--- src/rtl/ex_mem_stage_controller_if.sv ---
// Data-memory bus between the EX/MEM stage controller and the data memory.
//   mem_req        : access request, held until mem_ack
//   mem_write      : 1 = store, 0 = load (meaningful while mem_req=1)
//   mem_address    : byte address of the access
//   mem_write_data : store data
//   mem_ack        : memory completes the access this cycle
//   mem_read_data  : load data, valid when mem_ack=1
// master: the stage controller; slave: the memory.
interface ex_mem_stage_controller_if #(
  parameter int unsigned DATA_WIDTH = 32
) ();
  logic                  mem_req;
  logic                  mem_write;
  logic [DATA_WIDTH-1:0] mem_address;
  logic [DATA_WIDTH-1:0] mem_write_data;
  logic                  mem_ack;
  logic [DATA_WIDTH-1:0] mem_read_data;

  modport master (
    output mem_req,
    output mem_write,
    output mem_address,
    output mem_write_data,
    input  mem_ack,
    input  mem_read_data
  );

  modport slave (
    input  mem_req,
    input  mem_write,
    input  mem_address,
    input  mem_write_data,
    output mem_ack,
    output mem_read_data
  );
endinterface

--- src/rtl/ex_mem_stage_controller.sv ---
// EX/MEM pipeline stage of the MIPS32 core.
// Holds one instruction (register R), runs the data-memory request/ack handshake for loads and
// stores, stalls IF/ID/EX while an access is outstanding and hands completed instructions to
// MEM/WB one cycle after completion.
// Ports:
//   clock, reset_n       : pipeline clock, asynchronous active-low reset
//   in_*                 : instruction and ID/EX control bits from the EX stage
//   flush                : turn the instruction on in_* into a bubble at the next capture edge
//   stall_upstream       : combinational hold request towards IF/ID/EX
//   mem_bus              : data-memory handshake (master side)
//   wb_*                 : MEM/WB register contents
//   misaligned_fault     : one-cycle pulse after capturing a misaligned memory op
//   timeout_fault        : sticky, set when an access is abandoned for lack of mem_ack
module ex_mem_stage_controller #(
  parameter int unsigned DATA_WIDTH     = 32,
  parameter int unsigned REG_ADDR_WIDTH = 5,
  parameter int unsigned MEM_TIMEOUT    = 16
) (
  input  logic                      clock,
  input  logic                      reset_n,
  input  logic                      in_valid,
  input  logic                      in_write_data_memory,
  input  logic                      in_read_data_memory,
  input  logic                      in_write_register,
  input  logic                      in_mem_to_register,
  input  logic [DATA_WIDTH-1:0]     in_alu_result,
  input  logic [DATA_WIDTH-1:0]     in_store_data,
  input  logic [REG_ADDR_WIDTH-1:0] in_dest_register,
  input  logic                      flush,
  output logic                      stall_upstream,
  ex_mem_stage_controller_if.master mem_bus,
  output logic                      wb_valid,
  output logic                      wb_write_register,
  output logic                      wb_mem_to_register,
  output logic [DATA_WIDTH-1:0]     wb_alu_result,
  output logic [DATA_WIDTH-1:0]     wb_load_data,
  output logic [REG_ADDR_WIDTH-1:0] wb_dest_register,
  output logic                      misaligned_fault,
  output logic                      timeout_fault
);

  typedef enum logic [0:0] {StIdle, StAccess} state_e;

  localparam logic [7:0] WaitLast = 8'(MEM_TIMEOUT - 1);

  state_e                    state_q;
  logic [7:0]                wait_q;

  // Register R
  logic                      r_valid_q;
  logic                      r_write_mem_q;
  logic                      r_read_mem_q;
  logic                      r_write_register_q;
  logic                      r_mem_to_register_q;
  logic [DATA_WIDTH-1:0]     r_alu_result_q;
  logic [REG_ADDR_WIDTH-1:0] r_dest_register_q;

  logic                      mem_req_q;
  logic                      mem_write_q;
  logic [DATA_WIDTH-1:0]     mem_address_q;
  logic [DATA_WIDTH-1:0]     mem_write_data_q;

  logic                      wb_valid_q;
  logic                      wb_write_register_q;
  logic                      wb_mem_to_register_q;
  logic [DATA_WIDTH-1:0]     wb_alu_result_q;
  logic [DATA_WIDTH-1:0]     wb_load_data_q;
  logic [REG_ADDR_WIDTH-1:0] wb_dest_register_q;
  logic                      misaligned_fault_q;
  logic                      timeout_fault_q;

  logic in_access;
  logic timeout_hit;
  logic complete;
  logic load_done;
  logic new_valid;
  logic new_mem;
  logic new_misaligned;

  always_comb begin
    in_access      = (state_q == StAccess);
    // An ack in the last allowed cycle wins over the timeout.
    timeout_hit    = in_access && !mem_bus.mem_ack && (wait_q == WaitLast);
    // Completion and capture coincide: R frees up exactly when its instruction completes.
    complete       = !in_access || mem_bus.mem_ack || timeout_hit;
    stall_upstream = !complete;
    load_done      = in_access && mem_bus.mem_ack && r_read_mem_q && !r_write_mem_q;
    new_valid      = in_valid && !flush;
    new_mem        = new_valid && (in_write_data_memory || in_read_data_memory);
    new_misaligned = new_mem && (in_alu_result[1:0] != 2'b00);
  end

  always_ff @(posedge clock or negedge reset_n) begin
    if (!reset_n) begin
      state_q              <= StIdle;
      wait_q               <= '0;
      r_valid_q            <= 1'b0;
      r_write_mem_q        <= 1'b0;
      r_read_mem_q         <= 1'b0;
      r_write_register_q   <= 1'b0;
      r_mem_to_register_q  <= 1'b0;
      r_alu_result_q       <= '0;
      r_dest_register_q    <= '0;
      mem_req_q            <= 1'b0;
      mem_write_q          <= 1'b0;
      mem_address_q        <= '0;
      mem_write_data_q     <= '0;
      wb_valid_q           <= 1'b0;
      wb_write_register_q  <= 1'b0;
      wb_mem_to_register_q <= 1'b0;
      wb_alu_result_q      <= '0;
      wb_load_data_q       <= '0;
      wb_dest_register_q   <= '0;
      misaligned_fault_q   <= 1'b0;
      timeout_fault_q      <= 1'b0;
    end else begin
      misaligned_fault_q <= 1'b0;
      if (timeout_hit) begin
        timeout_fault_q <= 1'b1;
      end
      if (complete) begin
        // Retire R into MEM/WB; an abandoned access must not write the register file.
        wb_valid_q           <= r_valid_q;
        wb_write_register_q  <= r_write_register_q && !timeout_hit;
        wb_mem_to_register_q <= r_mem_to_register_q;
        wb_alu_result_q      <= r_alu_result_q;
        wb_dest_register_q   <= r_dest_register_q;
        wb_load_data_q       <= load_done ? mem_bus.mem_read_data : '0;
        // Capture the next instruction; a misaligned memory op becomes a bubble.
        r_valid_q            <= new_valid && !new_misaligned;
        r_write_mem_q        <= in_write_data_memory;
        r_read_mem_q         <= in_read_data_memory;
        r_write_register_q   <= in_write_register;
        r_mem_to_register_q  <= in_mem_to_register;
        r_alu_result_q       <= in_alu_result;
        r_dest_register_q    <= in_dest_register;
        misaligned_fault_q   <= new_misaligned;
        wait_q               <= '0;
        if (new_mem && !new_misaligned) begin
          state_q          <= StAccess;
          mem_req_q        <= 1'b1;
          mem_write_q      <= in_write_data_memory;
          mem_address_q    <= in_alu_result;
          mem_write_data_q <= in_store_data;
        end else begin
          state_q   <= StIdle;
          mem_req_q <= 1'b0;
        end
      end else begin
        wb_valid_q <= 1'b0;
        wait_q     <= wait_q + 8'd1;
      end
    end
  end

  assign mem_bus.mem_req        = mem_req_q;
  assign mem_bus.mem_write      = mem_write_q;
  assign mem_bus.mem_address    = mem_address_q;
  assign mem_bus.mem_write_data = mem_write_data_q;

  assign wb_valid           = wb_valid_q;
  assign wb_write_register  = wb_write_register_q;
  assign wb_mem_to_register = wb_mem_to_register_q;
  assign wb_alu_result      = wb_alu_result_q;
  assign wb_load_data       = wb_load_data_q;
  assign wb_dest_register   = wb_dest_register_q;
  assign misaligned_fault   = misaligned_fault_q;
  assign timeout_fault      = timeout_fault_q;

endmodule

--- src/flat_wrapper.sv ---
// flat-port wrapper written by rule: the top's interface ports become plain ports
module ex_mem_stage_controller_flat 
#(
  parameter int unsigned DATA_WIDTH     = 32,
  parameter int unsigned REG_ADDR_WIDTH = 5,
  parameter int unsigned MEM_TIMEOUT    = 16
)
  (clock, reset_n, in_valid, in_write_data_memory, in_read_data_memory, in_write_register, in_mem_to_register, in_alu_result, in_store_data, in_dest_register, flush, stall_upstream, wb_valid, wb_write_register, wb_mem_to_register, wb_alu_result, wb_load_data, wb_dest_register, misaligned_fault, timeout_fault, mem_bus_mem_req, mem_bus_mem_write, mem_bus_mem_address, mem_bus_mem_write_data, mem_bus_mem_ack, mem_bus_mem_read_data);
  ex_mem_stage_controller_if #(.DATA_WIDTH(DATA_WIDTH)) mem_bus_i ();
  input  logic clock;
  input  logic reset_n;
  input  logic in_valid;
  input  logic in_write_data_memory;
  input  logic in_read_data_memory;
  input  logic in_write_register;
  input  logic in_mem_to_register;
  input  logic [DATA_WIDTH-1:0] in_alu_result;
  input  logic [DATA_WIDTH-1:0] in_store_data;
  input  logic [REG_ADDR_WIDTH-1:0] in_dest_register;
  input  logic flush;
  output logic stall_upstream;
  output logic wb_valid;
  output logic wb_write_register;
  output logic wb_mem_to_register;
  output logic [DATA_WIDTH-1:0] wb_alu_result;
  output logic [DATA_WIDTH-1:0] wb_load_data;
  output logic [REG_ADDR_WIDTH-1:0] wb_dest_register;
  output logic misaligned_fault;
  output logic timeout_fault;
  output wire logic [$bits(mem_bus_i.mem_req)-1:0] mem_bus_mem_req;
  output wire logic [$bits(mem_bus_i.mem_write)-1:0] mem_bus_mem_write;
  output wire logic [$bits(mem_bus_i.mem_address)-1:0] mem_bus_mem_address;
  output wire logic [$bits(mem_bus_i.mem_write_data)-1:0] mem_bus_mem_write_data;
  input wire logic [$bits(mem_bus_i.mem_ack)-1:0] mem_bus_mem_ack;
  input wire logic [$bits(mem_bus_i.mem_read_data)-1:0] mem_bus_mem_read_data;
  assign mem_bus_mem_req = mem_bus_i.mem_req;
  assign mem_bus_mem_write = mem_bus_i.mem_write;
  assign mem_bus_mem_address = mem_bus_i.mem_address;
  assign mem_bus_mem_write_data = mem_bus_i.mem_write_data;
  assign mem_bus_i.mem_ack = mem_bus_mem_ack;
  assign mem_bus_i.mem_read_data = mem_bus_mem_read_data;
  ex_mem_stage_controller #(.DATA_WIDTH(DATA_WIDTH), .REG_ADDR_WIDTH(REG_ADDR_WIDTH), .MEM_TIMEOUT(MEM_TIMEOUT)) u_core (.clock(clock), .reset_n(reset_n), .in_valid(in_valid), .in_write_data_memory(in_write_data_memory), .in_read_data_memory(in_read_data_memory), .in_write_register(in_write_register), .in_mem_to_register(in_mem_to_register), .in_alu_result(in_alu_result), .in_store_data(in_store_data), .in_dest_register(in_dest_register), .flush(flush), .stall_upstream(stall_upstream), .mem_bus(mem_bus_i), .wb_valid(wb_valid), .wb_write_register(wb_write_register), .wb_mem_to_register(wb_mem_to_register), .wb_alu_result(wb_alu_result), .wb_load_data(wb_load_data), .wb_dest_register(wb_dest_register), .misaligned_fault(misaligned_fault), .timeout_fault(timeout_fault));
endmodule
--- config.mk ---
export PLATFORM = sky130hd
export DESIGN_NAME = ex_mem_stage_controller_flat
export DESIGN_NICKNAME = d
export VERILOG_FILES = /design/src/rtl/ex_mem_stage_controller_if.sv /design/src/rtl/ex_mem_stage_controller.sv /design/src/flat_wrapper.sv
export SDC_FILE = /design/constraint.sdc
export NUM_CORES = 1
export LEC_CHECK = 0
export BUFFER_PORTS_ARGS = -buffer_cell sky130_fd_sc_hd__buf_2
export CAP_MARGIN = 10
export CORE_MARGIN = 3
export CORE_UTILIZATION = 53
export DETAILED_ROUTE_END_ITERATION = 10
export GPL_ROUTABILITY_DRIVEN = 0
export PLACE_DENSITY = 0.92
export SYNTH_ARGS = -nofsm -noshare
export SYNTH_HDL_FRONTEND = slang
export SYNTH_SLANG_ARGS = --single-unit
--- constraint.sdc ---
create_clock -name clock -period 4.2 [get_ports clock]
set_input_delay 0.84 -clock clock [delete_from_list [all_inputs] [get_ports clock]]
set_output_delay 0.84 -clock clock [all_outputs]
set_load 0.05 [all_outputs]
# Word level (Yosys, flattened, before mapping)
# Cells that the tools add are included.
totals:
  regBits: 190
  in_bits: 110
  output_inout_bits: 141
  elab_cells: 50
op_classes:
  add_sub_neg: 1
  eq_ne: 1
  muxes: 5
  reduce_logical: 23
op_table:
  columns: ["op", "count"]
  rows:
  - ["32-bit 2-to-1 mux", 1]
  - ["1-bit logical AND", 11]
  - ["8-bit by 1-bit adder with 8-bit output, second input constant", 1]
  - ["8-bit by 4-bit == test with 1-bit output, second input constant", 1]
  - ["8-bit 2-to-1 mux", 1]
  - ["1-bit zero test", 7]
  - ["1-bit logical OR", 3]
  - ["1-bit 2-to-1 mux", 3]
  - ["2-bit AND reduction", 1]
  - ["2-bit nonzero test", 1]

# Depth between registers and ports, before layout
depth:
  word_depth: 7
  mapped_depth: 9
  ltp_nobuf: 7

# Worst setup path after synthesis
# No wires, ideal clock.
synth_path:
  path_kind: "input to output"
  startpoint: "input port mem_bus_mem_ack"
  endpoint: "output port stall_upstream"
  arrival_time_ns: 1.906
  t_required_ns: 3.360
  slack_ns: 1.454
  stages: 6
  path_buffers: 3
  path_cell_list: "nand2b_1 -> clkbuf_1 -> nand2b_2 -> inv_2 -> buf_2 -> buf_6"
synth_between:
  elab_chain_len: 5
  word_cells_on_any_way: 6
  cone_classes: "6 x reduce/logical"
synth_lines:
  columns: ["element", "line", "text"]
  rows:
  - ["start, declared", "flat_wrapper.sv:34", "input wire logic [$bits(mem_bus_i.mem_ack)-1:0] mem_bus_mem_ack;"]
  - ["1-bit zero test", "ex_mem_stage_controller.sv:83", "timeout_hit = in_access && !mem_bus.mem_ack && (wait_q == WaitLast);"]
  - ["1-bit logical AND (2 in series)", "ex_mem_stage_controller.sv:83", null]
  - ["1-bit logical OR (*)", "ex_mem_stage_controller.sv:85", "complete = !in_access || mem_bus.mem_ack || timeout_hit;"]
  - ["1-bit zero test (*)", "ex_mem_stage_controller.sv:86", "stall_upstream = !complete;"]
  - ["end, declared", "flat_wrapper.sv:21", "output logic stall_upstream;"]
# Mark *: on every way between the ends. The rest lies on a longest branch, timed or not.

# Worst setup path in the final report
# Same ends and word-level chain as after synthesis.

==> results by group <==
Setup path
  – Data arrival time of the critical path: 1.89 ns
  – Crit path required time: 3.36 ns
  – Kind of end point of the critical path: primary output
  – Critical path start-end classification: in -> out
  – Critical path peak fanout: 9
  – Category of the worst setup path launch point: primary input
  – Worst reg-to-reg path cell count: 7

Hold path
  – Worst Hold Path Cells: 1
  – Class of the most critical hold timing path: reg -> reg

Logic synthesis
  – Multiplexer area fraction after synthesis: 22.46%
  – Synthesized-area fraction occupied by ao, oa, aoi and oai cells: 4.605%
  – Syn_nets: 546
  – Count of unique library cells instantiated by Yosys: 32
  – Combinational family with the most area after synthesis: multiplexers
  – Area of the mapped netlist: 7119 um^2
  – Share of synthesized cell area in and, or, nand and nor gates: 2.917%
  – Post-Synth XOR/XNOR Area: 0.4921%
  – Area share of fa/ha/maj cells after synthesis: less than 1%
  – Post-synthesis async set-or-reset flop share: 100.0%
  – Per-instance average area after synthesis: 16.37 um^2
  – Synthesized instance count: 435
  – Sequential-to-total area share from yosys stat: between 60% and 70%
  – Yosys warnings: 0
  – Prevailing post-synth register cell: sky130_fd_sc_hd__dfrtp_1
  – Number of flops mapped to enable cells by yosys: 0
  – Seq cells post-synth: 190

STA
  – Setup repair after global routing missed its margin: false
  – Share of the clock period used by the worst path: between 60 and 70%
  – Relative max-transition margin: 24.87%
  – Max Fclk: ~370 MHz
  – Clock period minus worst slack: around 2.7 ns
  – Final hold viol count: 0
  – Worst-Margin Slew: 1.126 ns
  – Pins over their slew limit: 0
  – TNS Setup: 0 ns
  – Maximum clock skew at final layout: 0.006290 ns
  – Number of endpoints failing setup at the final stage: 0

Finish
  – Fin cells: between 800 and 900
  – Number of diodes added for antenna fixing: 0
  – Multi-input gate area in the final layout: 2182 um^2
  – Filler Cells Inserted: 884
  – Fin nets: roughly 800
  – Leading cell type in the layout, fill and taps excluded: sky130_fd_sc_hd__buf_2
  – Layout cells sized above 1: 54.83%
  – Commonest non-fill, non-tap cells in the layout: sky130_fd_sc_hd__buf_2 (249), sky130_fd_sc_hd__dfrtp_1 (190), sky130_fd_sc_hd__mux2_2 (94)
  – Area occupied by registers: 4755 um^2
  – Relative area change from synthesis to final layout: 26.36%

GRT
  – Vias in the first global route: approximately 4,900
  – Total routing resource utilization after global routing: 21.02%
  – Antenna violations before repair: 0
  – First-pass GRT wire length: 24,140 um
  – Overall overflow remaining after global route: 0
  – Pin count of the biggest net entering global routing: a little over 100

Placement
  – HPWL Detailed: 10,960 um
  – Total instance count after detailed placement: 838
  – Number of port buffers: 250

Die
  – Number of I/O pins: 251
  – Horizontal die dimension: roughly 120 um
  – Placeable Area: 12,880 um^2
  – Chip Height: 121.9 um
  – Die area: around 15,000 um^2
  – Std cell rows: 41
  – Starting density of the core: between 50% and 60%

Pwr
  – Maximum resistive drop on vdd: 0.0004375 V
  – Cell Pwr Density: 533.4 nW/um^2
  – Static leakage: about 4.5 nW

Detailed routing
  – Total DRC errors in the routed layout: 0
  – Pre-antenna DRT Iters: 4
  – Detail-routed via count per cell: about 5.3
  – Remaining number of nets flagged by the antenna check after routing: 0
  – Number of violations reported at the end of detailed-routing iteration 0: 195
  – Total number of vias: approximately 4,600
  – Total length of routed wires: 15,420 um
  – Routed WL per cell: roughly 18 um

Clocking
  – CTS tree: built
  – Number of buffers added for setup after CTS: 0
  – Maximum buffer depth of the clock tree: 2
  – Number of sinks driven by the clock tree: 190
  – Post-CTS resize count: 0
  – Worst-Skew Late Latency: between 0.4 and 0.5 ns
  – Root cell of the clock tree: sky130_fd_sc_hd__clkbuf_16
  – CTS Buf Count: 17
  – Reg clk slew, reported paths: 0.06 ns
  – # hold bufs at CTS: 0
  – CTS H-Tree Depth: 4

Run
  – Max-cap check violation count: 0

Run status
  – Run status: finished clean
worst max-delay path, cell delays in order:
cell                       delay, ns
sky130_fd_sc_hd__buf_2          0.11
sky130_fd_sc_hd__nand2b_1       0.27
sky130_fd_sc_hd__nand2b_2       0.31
sky130_fd_sc_hd__inv_4          0.10
sky130_fd_sc_hd__buf_2          0.26
stage by stage:
stage	power (mW)	utilization, %	worst slack, ns	hold WS (ns)	cell area (um^2)
after detailed placement	3.353	65.75	1.394	0.4693	8466
after floorplan	3.002	-	1.454	0.4422	7119
after global placement	3.312	65.75	1.477	0.4558	8466
after global routing	4.986	69.87	1.387	0.4983	8996
after CTS	4.843	69.87	1.447	0.4849	8996
final	4.799	69.87	1.469	0.4800	8996
cell type report:
type	count	share of cell area (%)
clock inverter	8	1.085
timing repair buffer	255	14.53
sequential	190	52.85
tap	172	2.392
inverter	1	0.06954
clock buffer	19	4.812
multi-input combinational	220	24.26
cells in the mapped netlist (2+ instances only):
library cell               count  area [um^2]
sky130_fd_sc_hd__nor2b_1       3        18.77
sky130_fd_sc_hd__and3_1        3        18.77
sky130_fd_sc_hd__mux2_2       94         1059
sky130_fd_sc_hd__buf_2        11        55.05
sky130_fd_sc_hd__o21bai_1      2        15.01
sky130_fd_sc_hd__mux2_1       48        540.5
sky130_fd_sc_hd__buf_8         5        75.07
sky130_fd_sc_hd__o21ai_0       2        10.01
sky130_fd_sc_hd__nand3_1       4        20.02
sky130_fd_sc_hd__dfrtp_1     190         4755
sky130_fd_sc_hd__a22o_1       33        289.0
sky130_fd_sc_hd__nor2_1        9        33.78
sky130_fd_sc_hd__nand2_1       4        15.01
sky130_fd_sc_hd__xor2_1        3        26.28
sky130_fd_sc_hd__clkbuf_1      5        18.77
sky130_fd_sc_hd__nand2b_1      2        12.51
sky130_fd_sc_hd__buf_6         2        22.52
kinds of logic after synthesis:
group | Yosys count
AO/OA/AOI/OAI | 39
XOR/XNOR | 4
adder cells (fa/ha/maj) | 1
buffers and inverters | 25
flip-flops | 190
multiplexers | 142
AND/OR/NAND/NOR | 34
state kept, by name, summed over array words and instances, names as in the netlist:
register	flops
u_core.mem_bus.mem_address	32
u_core.mem_bus.mem_write_data	32
u_core.r_alu_result_q	32
u_core.wb_alu_result	32
u_core.wb_load_data	32
u_core.wait_q	8
u_core.r_dest_register_q	5
u_core.wb_dest_register	5
u_core.mem_bus.mem_req	1
u_core.mem_bus.mem_write	1
u_core.misaligned_fault	1
u_core.r_mem_to_register_q	1
u_core.r_read_mem_q	1
u_core.r_valid_q	1
u_core.r_write_mem_q	1
u_core.r_write_register_q	1
u_core.timeout_fault	1
u_core.wb_mem_to_register	1
u_core.wb_valid	1
u_core.wb_write_register	1
where the power goes:
| group | total [mW] | switching [mW] | leakage [nW] | internal, mW |
|---|---|---|---|---|
| combinational | 1.17 | 0.875 | 1.88 | 0.298 |
| sequential | 2.14 | 0.101 | 2.35 | 2.04 |
| clock | 1.49 | 0.630 | 0.252 | 0.855 |
routing by layer:
layer	wire [um]	up-vias	share of wire [%]	global-route usage (%)
met4	388	0	2.5	9.034
li1	-	2050	-	-
met5	0	-	0	0
met2	8082	185	52	37.85
met3	1188	36	7.7	5.942
met1	5757	2279	37	23.21
final timing paths:
| check | startpoint | slack (ns) | to |
|---|---|---|---|
| max | mem_bus_mem_ack | 1.47 | stall_upstream |
| min | u_core.mem_bus.mem_write_data[13] | 0.48 | u_core.mem_bus.mem_write_data[13] |
| max reg2reg | u_core.wait_q[0] | 1.84 | u_core.wb_alu_result[21] |
| min reg2reg | u_core.mem_bus.mem_write_data[13] | 0.48 | u_core.mem_bus.mem_write_data[13] |
| max in group asynchronous | reset_n | 2.70 | u_core.wb_alu_result[4] |
| min in group asynchronous | reset_n | 0.51 | u_core.mem_bus.mem_address[5] |
Power figures use the tool's default switching activity.
